<file path="src/rtl/seq_gen101_tx_if.sv">
// Pattern/control inputs and serial/golden outputs of the
// 101 stimulus transmitter.
interface seq_gen101_tx_if #(
    parameter int WIDTH = 15,
    parameter int LEN_W = 4,
    parameter int CNT_W = 8
);
    logic             load;
    logic             start;
    logic             stop;
    logic             rpt;
    logic [WIDTH-1:0] din;
    logic [LEN_W-1:0] len;
    logic             x;
    logic             valid;
    logic             busy;
    logic             done;
    logic             exp_y_mealy;
    logic             exp_y_moore;
    logic [CNT_W-1:0] hit_cnt;

    modport master (
        output load, start, stop, rpt, din, len,
        input  x, valid, busy, done,
        input  exp_y_mealy, exp_y_moore, hit_cnt
    );

    modport slave (
        input  load, start, stop, rpt, din, len,
        output x, valid, busy, done,
        output exp_y_mealy, exp_y_moore, hit_cnt
    );
endinterface

</file>
<file path="src/rtl/seq_gen101_tx.sv">
// seq_gen101_tx: MSB-first serial pattern transmitter with golden
// Mealy/Moore 101-detect flags and a saturating hit counter.
module seq_gen101_tx #(
    parameter int WIDTH = 15,
    parameter int LEN_W = 4,
    parameter int CNT_W = 8
) (
    input logic           clk,
    input logic           rst,
    seq_gen101_tx_if.slave bus
);
    typedef enum logic {IDLE, SEND} state_t;

    localparam logic [LEN_W-1:0] FULL_LEN = LEN_W'(WIDTH);
    localparam logic [LEN_W-1:0] ONE_LEN  = LEN_W'(1);

    state_t           state_q, state_d;
    logic [WIDTH-1:0] pat_q, pat_d;
    logic [LEN_W-1:0] slen_q, slen_d;
    logic [WIDTH-1:0] work_q, work_d;
    logic [LEN_W-1:0] cnt_q, cnt_d;
    logic [1:0]       hist_q, hist_d;
    logic             rpt_q, rpt_d;
    logic             x_q, x_d;
    logic             valid_q, valid_d;
    logic             busy_q, busy_d;
    logic             done_q, done_d;
    logic             mealy_q, mealy_d;
    logic             moore_q, moore_d;
    logic [CNT_W-1:0] hit_q, hit_d;

    logic [WIDTH-1:0] in_pat;
    logic [LEN_W-1:0] in_len;
    logic             pres;

    // Zero or oversize lengths mean a full-width pattern.
    function automatic logic [LEN_W-1:0] eff_len(
        input logic [LEN_W-1:0] l
    );
        if (l == '0 || int'(l) > WIDTH) return FULL_LEN;
        return l;
    endfunction

    always_ff @(posedge clk or negedge rst) begin
        if (!rst) begin
            state_q <= IDLE;
            pat_q   <= '0;
            slen_q  <= FULL_LEN;
            work_q  <= '0;
            cnt_q   <= '0;
            hist_q  <= 2'b00;
            rpt_q   <= 1'b0;
            x_q     <= 1'b0;
            valid_q <= 1'b0;
            busy_q  <= 1'b0;
            done_q  <= 1'b0;
            mealy_q <= 1'b0;
            moore_q <= 1'b0;
            hit_q   <= '0;
        end else begin
            state_q <= state_d;
            pat_q   <= pat_d;
            slen_q  <= slen_d;
            work_q  <= work_d;
            cnt_q   <= cnt_d;
            hist_q  <= hist_d;
            rpt_q   <= rpt_d;
            x_q     <= x_d;
            valid_q <= valid_d;
            busy_q  <= busy_d;
            done_q  <= done_d;
            mealy_q <= mealy_d;
            moore_q <= moore_d;
            hit_q   <= hit_d;
        end
    end

    always_comb begin
        state_d = state_q;
        pat_d   = pat_q;
        slen_d  = slen_q;
        work_d  = work_q;
        cnt_d   = cnt_q;
        hist_d  = hist_q;
        rpt_d   = rpt_q;
        x_d     = 1'b0;
        valid_d = 1'b0;
        busy_d  = 1'b0;
        done_d  = 1'b0;
        mealy_d = 1'b0;
        moore_d = mealy_q;
        hit_d   = hit_q;
        pres    = 1'b0;
        in_pat  = bus.load ? bus.din : pat_q;
        in_len  = bus.load ? eff_len(bus.len) : slen_q;

        unique case (state_q)
            IDLE: begin
                if (bus.load) begin
                    pat_d  = bus.din;
                    slen_d = eff_len(bus.len);
                end
                if (bus.start && !bus.stop) begin
                    state_d = SEND;
                    rpt_d   = bus.rpt;
                    hist_d  = 2'b00;
                    hit_d   = '0;
                    work_d  = in_pat;
                    cnt_d   = in_len;
                    pres    = 1'b1;
                end
            end
            SEND: begin
                if (bus.stop) begin
                    state_d = IDLE;
                end else if (cnt_q == ONE_LEN) begin
                    // Seamless wrap keeps history so cross-pass 101s count.
                    if (rpt_q) begin
                        work_d = pat_q;
                        cnt_d  = slen_q;
                        pres   = 1'b1;
                    end else begin
                        state_d = IDLE;
                        done_d  = 1'b1;
                    end
                end else begin
                    work_d = work_q << 1;
                    cnt_d  = cnt_q - ONE_LEN;
                    pres   = 1'b1;
                end
            end
            default: state_d = IDLE;
        endcase

        if (pres) begin
            x_d     = work_d[WIDTH-1];
            valid_d = 1'b1;
            busy_d  = 1'b1;
            mealy_d = x_d && (hist_d == 2'b10);
            hist_d  = {hist_d[0], x_d};
            if (mealy_d && hit_d != '1) hit_d = hit_d + CNT_W'(1);
        end
    end

    assign bus.x           = x_q;
    assign bus.valid       = valid_q;
    assign bus.busy        = busy_q;
    assign bus.done        = done_q;
    assign bus.exp_y_mealy = mealy_q;
    assign bus.exp_y_moore = moore_q;
    assign bus.hit_cnt     = hit_q;

    a_x_valid: assert property (
        @(posedge clk) disable iff (!rst) bus.x |-> bus.valid);
    a_valid_busy: assert property (
        @(posedge clk) disable iff (!rst) bus.valid == bus.busy);
    a_done_idle: assert property (
        @(posedge clk) disable iff (!rst) bus.done |-> !bus.valid);
endmodule
</file>
<file path="src/flat_wrapper.sv">
// flat-port wrapper written by rule: the top's interface ports become plain ports
module seq_gen101_tx_flat 
#(
    parameter int WIDTH = 15,
    parameter int LEN_W = 4,
    parameter int CNT_W = 8
)
  (clk, rst, bus_load, bus_start, bus_stop, bus_rpt, bus_din, bus_len, bus_x, bus_valid, bus_busy, bus_done, bus_exp_y_mealy, bus_exp_y_moore, bus_hit_cnt);
  seq_gen101_tx_if #(.WIDTH(WIDTH), .LEN_W(LEN_W), .CNT_W(CNT_W)) bus_i ();
  input logic clk;
  input logic rst;
  input wire logic [$bits(bus_i.load)-1:0] bus_load;
  input wire logic [$bits(bus_i.start)-1:0] bus_start;
  input wire logic [$bits(bus_i.stop)-1:0] bus_stop;
  input wire logic [$bits(bus_i.rpt)-1:0] bus_rpt;
  input wire logic [$bits(bus_i.din)-1:0] bus_din;
  input wire logic [$bits(bus_i.len)-1:0] bus_len;
  output wire logic [$bits(bus_i.x)-1:0] bus_x;
  output wire logic [$bits(bus_i.valid)-1:0] bus_valid;
  output wire logic [$bits(bus_i.busy)-1:0] bus_busy;
  output wire logic [$bits(bus_i.done)-1:0] bus_done;
  output wire logic [$bits(bus_i.exp_y_mealy)-1:0] bus_exp_y_mealy;
  output wire logic [$bits(bus_i.exp_y_moore)-1:0] bus_exp_y_moore;
  output wire logic [$bits(bus_i.hit_cnt)-1:0] bus_hit_cnt;
  assign bus_i.load = bus_load;
  assign bus_i.start = bus_start;
  assign bus_i.stop = bus_stop;
  assign bus_i.rpt = bus_rpt;
  assign bus_i.din = bus_din;
  assign bus_i.len = bus_len;
  assign bus_x = bus_i.x;
  assign bus_valid = bus_i.valid;
  assign bus_busy = bus_i.busy;
  assign bus_done = bus_i.done;
  assign bus_exp_y_mealy = bus_i.exp_y_mealy;
  assign bus_exp_y_moore = bus_i.exp_y_moore;
  assign bus_hit_cnt = bus_i.hit_cnt;
  seq_gen101_tx #(.WIDTH(WIDTH), .LEN_W(LEN_W), .CNT_W(CNT_W)) u_core (.clk(clk), .rst(rst), .bus(bus_i));
endmodule
</file>
<file path="config.mk">
export PLATFORM = sky130hd
export DESIGN_NAME = seq_gen101_tx_flat
export DESIGN_NICKNAME = d
export VERILOG_FILES = /design/src/rtl/seq_gen101_tx_if.sv /design/src/rtl/seq_gen101_tx.sv /design/src/flat_wrapper.sv
export SDC_FILE = /design/constraint.sdc
export NUM_CORES = 1
export LEC_CHECK = 0
export ABC_AREA = 1
export BUFFER_PORTS_ARGS = -buffer_cell sky130_fd_sc_hd__clkbuf_2
export CAP_MARGIN = 25
export CORE_ASPECT_RATIO = 0.6
export CORE_UTILIZATION = 50
export CTS_BUF_LIST = sky130_fd_sc_hd__clkbuf_16
export DETAILED_ROUTE_END_ITERATION = 7
export GPL_ROUTABILITY_DRIVEN = 1
export PLACE_DENSITY = 0.79
export SLEW_MARGIN = 5
export SYNTH_ARGS = -nofsm -noshare
export SYNTH_HDL_FRONTEND = slang
export SYNTH_SLANG_ARGS = --single-unit
</file>
<file path="constraint.sdc">
create_clock -name clk -period 3.64 [get_ports clk]
set_input_delay 0.91 -clock clk [delete_from_list [all_inputs] [get_ports clk]]
set_output_delay 0.91 -clock clk [all_outputs]
set_load 0.01 [all_outputs]
</file>
==> impl_metrics.py <==
metrics = {
    "sta": {
        "period_needed_ps": 2360,
        "slew_headroom_pct": 45.3,
        "setup_tns_ps": 0,
        "rsz0062_at_grt": "false",
        "hold_violations": 0,
        "tightest_slew_ps": 820,
        "setup_viol": 0,
        "finalMaxSlewViolations": 0,
        "finalCritPeriodShare_pct": 64.8,
        "skew_ps": 4.34,
        "clock.fmax_mhz": 424,
    },
    "floorplanning": {
        "coreArea_mm2": 0.00560,
        "pin_count": 39,
        "placementRows": 21,
        "die_area_mm2": 0.00615,
        "die_y_um": 61.2,
        "die_w_um": 101,
        "start_util_pct": 52.1,
    },
    "clock_network": {
        "cts_hold_buffers": 0,
        "ctsLongestPathBuffers": 2,
        "numCtsBuffers": 5,
        "cts.repair.resized": 0,
        "insertion_delay_ps": 290,
        "cts_root_buf": "clkbuf_16",
        "cts_tree": "built",
        "cts_sinks": 54,
        "cts.reportedPaths.clkPinSlew_ps": 70,
        "htree_levels": 2,
        "cts_setup_buffers": 0,
    },
    "cells_and_area": {
        "diodes": 0,
        "drive_gt1_share_pct": 19.1,
        "syn_to_final_growth_pct": 12.7,
        "postLayoutCellArea_mm2": 0.00329,
        "nets": 425,
    },
    "critical_path": {
        "worst-path-max-fanout": 18,
        "arrival_ps": 2540,
        "critical_path_required_ps": 3820,
        "crit_type": "in -> reg",
        "worstSetupStartpointType": "primary input",
        "end_kind": "flop",
    },
    "power": {
        "ir_drop_mv": 0.279,
        "power.total_uw": 1940,
        "p_leak_uw": 0.00168,
        "powerDensity_mw_per_mm2": 589,
    },
    "logic_synthesis": {
        "ys_warn_count": 0,
        "postSynthAreaPerCell_um2": 7.99,
        "yosysTopAreaCell": "dfrtp_1",
        "yosysSeqAreaShare_pct": 46.5,
        "ys_seq_elements": 54,
        "syn_area_mm2": 0.00292,
        "synth_top_area_share_pct": 42.9,
        "syn_inst": 365,
        "synth_cell_types": 36,
        "synth.net_count": 392,
        "synth.area.top_cells": "dfrtp_1, nand2_1, o21ai_0",
    },
    "global_routing": {
        "overflow": 0,
        "grt_pass1_wl_mm": 10.6,
        "grt_max_degree": 34,
        "grt_use_total_pct": 22.5,
        "grt_pass1_vias": 2217,
        "antenna_found_initial": 0,
    },
    "routing": {
        "detail_route.drc_violations": 0,
        "ant_nets": 0,
        "drt_iter0_markers": 210,
        "dr_total_vias": 2478,
        "firstDrtPassIters": 4,
        "wire_per_inst_um": 13.1,
        "maxUsedRoutingLayer": "met4",
        "routed-wl-met3_um": 296,
        "dr_wl_met2_mm": 2.66,
        "drt-met1-wl_mm": 3.27,
        "via_per_inst": 5.18,
        "routed_wl_mm": 6.27,
    },
    "worst_hold_path": {
        "hp-class": "reg -> reg",
    },
    "place": {
        "dp_hpwl_mm": 4.42,
        "numPortBuffers": 38,
        "dpl-instance-area_mm2": 0.00315,
        "gp_congestion": 0.832,
    },
    "run_status": {
        "status": "finished, final reports clean",
    },
    "flow_run": {
        "drv_cap": 0,
    },
}
worst paths after layout:
| kind | start | to | slack, ps | cells past startpoint |
|---|---|---|---|---|
| worst max-delay path | bus_stop | u_core.bus.hit_cnt[6] | 1280 | 11 |
| worst min-delay path | u_core.bus.exp_y_mealy | u_core.bus.exp_y_moore | 390 | 0 |
| worst max register to register | u_core.cnt_q[0] | u_core.bus.hit_cnt[6] | 1320 | 11 |
| worst min register to register | u_core.bus.exp_y_mealy | u_core.bus.exp_y_moore | 390 | 0 |
| max in group asynchronous | rst | u_core.slen_q[1] | 2160 | 2 |
| min in group asynchronous | rst | u_core.work_q[10] | 600 | 1 |
synthesized netlist by cell type:
| cell type | count |
|---|---|
| o31ai_1 | 1 |
| inv_2 | 6 |
| a41oi_1 | 2 |
| dfstp_2 | 4 |
| nor2_1 | 13 |
| a22oi_1 | 2 |
| nand4_1 | 3 |
| xor2_1 | 1 |
| nor2_4 | 2 |
| xnor2_1 | 1 |
| inv_1 | 39 |
| a21oi_4 | 1 |
| buf_2 | 4 |
| dfrtp_1 | 50 |
| nand2_1 | 110 |
| o211ai_1 | 8 |
| buf_4 | 3 |
| o21ai_0 | 45 |
| a21oi_2 | 1 |
| nand2_4 | 5 |
| o221ai_1 | 2 |
| nand3_1 | 25 |
| nor3b_1 | 1 |
| o21ai_2 | 1 |
| a21oi_1 | 7 |
| clkinv_4 | 1 |
| nand2_2 | 3 |
| o311ai_0 | 2 |
| nor3_1 | 3 |
| inv_4 | 1 |
| clkbuf_1 | 7 |
| nand3_2 | 2 |
| ha_1 | 2 |
| nor2_8 | 2 |
| nand3_4 | 2 |
| o21ai_1 | 3 |
worst max-delay path: stages:
cell and delay (ps):
clkbuf_2 130, inv_2 100, nand3_4 190, inv_2 340, nor2_8 140, inv_2 210
nand2_4 100, nor2_4 180, nand3_1 100, nand2_1 80, inv_1 40
through the flow:
| stage | utilization, % | instances | hold WS [ps] | worst slack [ps] |
|---|---|---|---|---|
| floorplan | - | 365 | 416 | 1620 |
| global route | 58.7 | 478 | 406 | 1070 |
| detailed placement | 56.3 | 471 | 382 | 984 |
| finish | 58.7 | 478 | 392 | 1280 |
| CTS | 58.7 | 478 | 397 | 1280 |
| global placement | 56.3 | 471 | 361 | 1060 |
registers in the layout, indices dropped and copies added, names as in the netlist:
| register | flops |
|---|---|
| u_core.state_q | 1 |
| u_core.hist_q | 2 |
| u_core.bus.x | 1 |
| u_core.bus.exp_y_moore | 1 |
| u_core.bus.exp_y_mealy | 1 |
| u_core.work_q | 15 |
| u_core.slen_q | 4 |
| u_core.bus.hit_cnt | 8 |
| u_core.cnt_q | 4 |
| u_core.pat_q | 15 |
| u_core.rpt_q | 1 |
| u_core.bus.done | 1 |
power by group:
group,leakage [µW],switching (µW),internal [µW]
combinational,0.000926,400,213
sequential,0.000680,108,773
clock,0.0000723,196,246
total,0.00168,704,1230
layout by cell type (no fill, tap or decap):
master,n
clkbuf_16,5
nor2_8,2
a22oi_1,2
nor3_1,3
o221ai_1,2
ha_1,2
nor2_1,13
nor3b_1,1
xnor2_1,1
a21oi_2,1
a41oi_1,2
o31ai_1,1
o21ai_0,45
dfstp_2,4
nand4_1,3
inv_2,6
nand3_2,2
nand3_1,25
nand2_1,110
inv_4,1
o21ai_2,1
dfrtp_1,50
clkinv_4,1
inv_1,41
a21oi_4,1
a21oi_1,7
nand2_4,5
o311ai_0,2
nor2_4,2
o21ai_1,3
xor2_1,1
o211ai_1,8
clkbuf_2,38
buf_4,2
nand3_4,2
nand2_2,3
cells by family (layout without fill, tap and decap cells):
logic type | Yosys count | after routing | synth area share (%)
compound gates | 75 | 75 | 15.2
xor+xnor | 2 | 2 | 0.601
fa+ha+maj | 2 | 2 | 0.858
buf+inv | 61 | 94 | 8.67
flops | 54 | 54 | 46.5
simple gates | 171 | 171 | 28.1
area by class of cell:
| cell class | instances | area, µm² |
|---|---|---|
| inverter | 47 | 184 |
| tap | 80 | 100 |
| multi-input combinational | 250 | 1310 |
| fill | 514 | 2310 |
| clock buffer | 5 | 125 |
| clock inverter | 2 | 7.51 |
| sequential | 54 | 1360 |
| timing repair buffer | 40 | 205 |
per-layer routing:
layer / up-vias / GRT usage [%]
li1: 1253 / -
met5: - / 0
met4: 0 / 6.00
met2: 57 / 32.0
met3: 6 / 5.33
met1: 1162 / 34.6
Note: power is estimated with default switching activity, not from simulation.
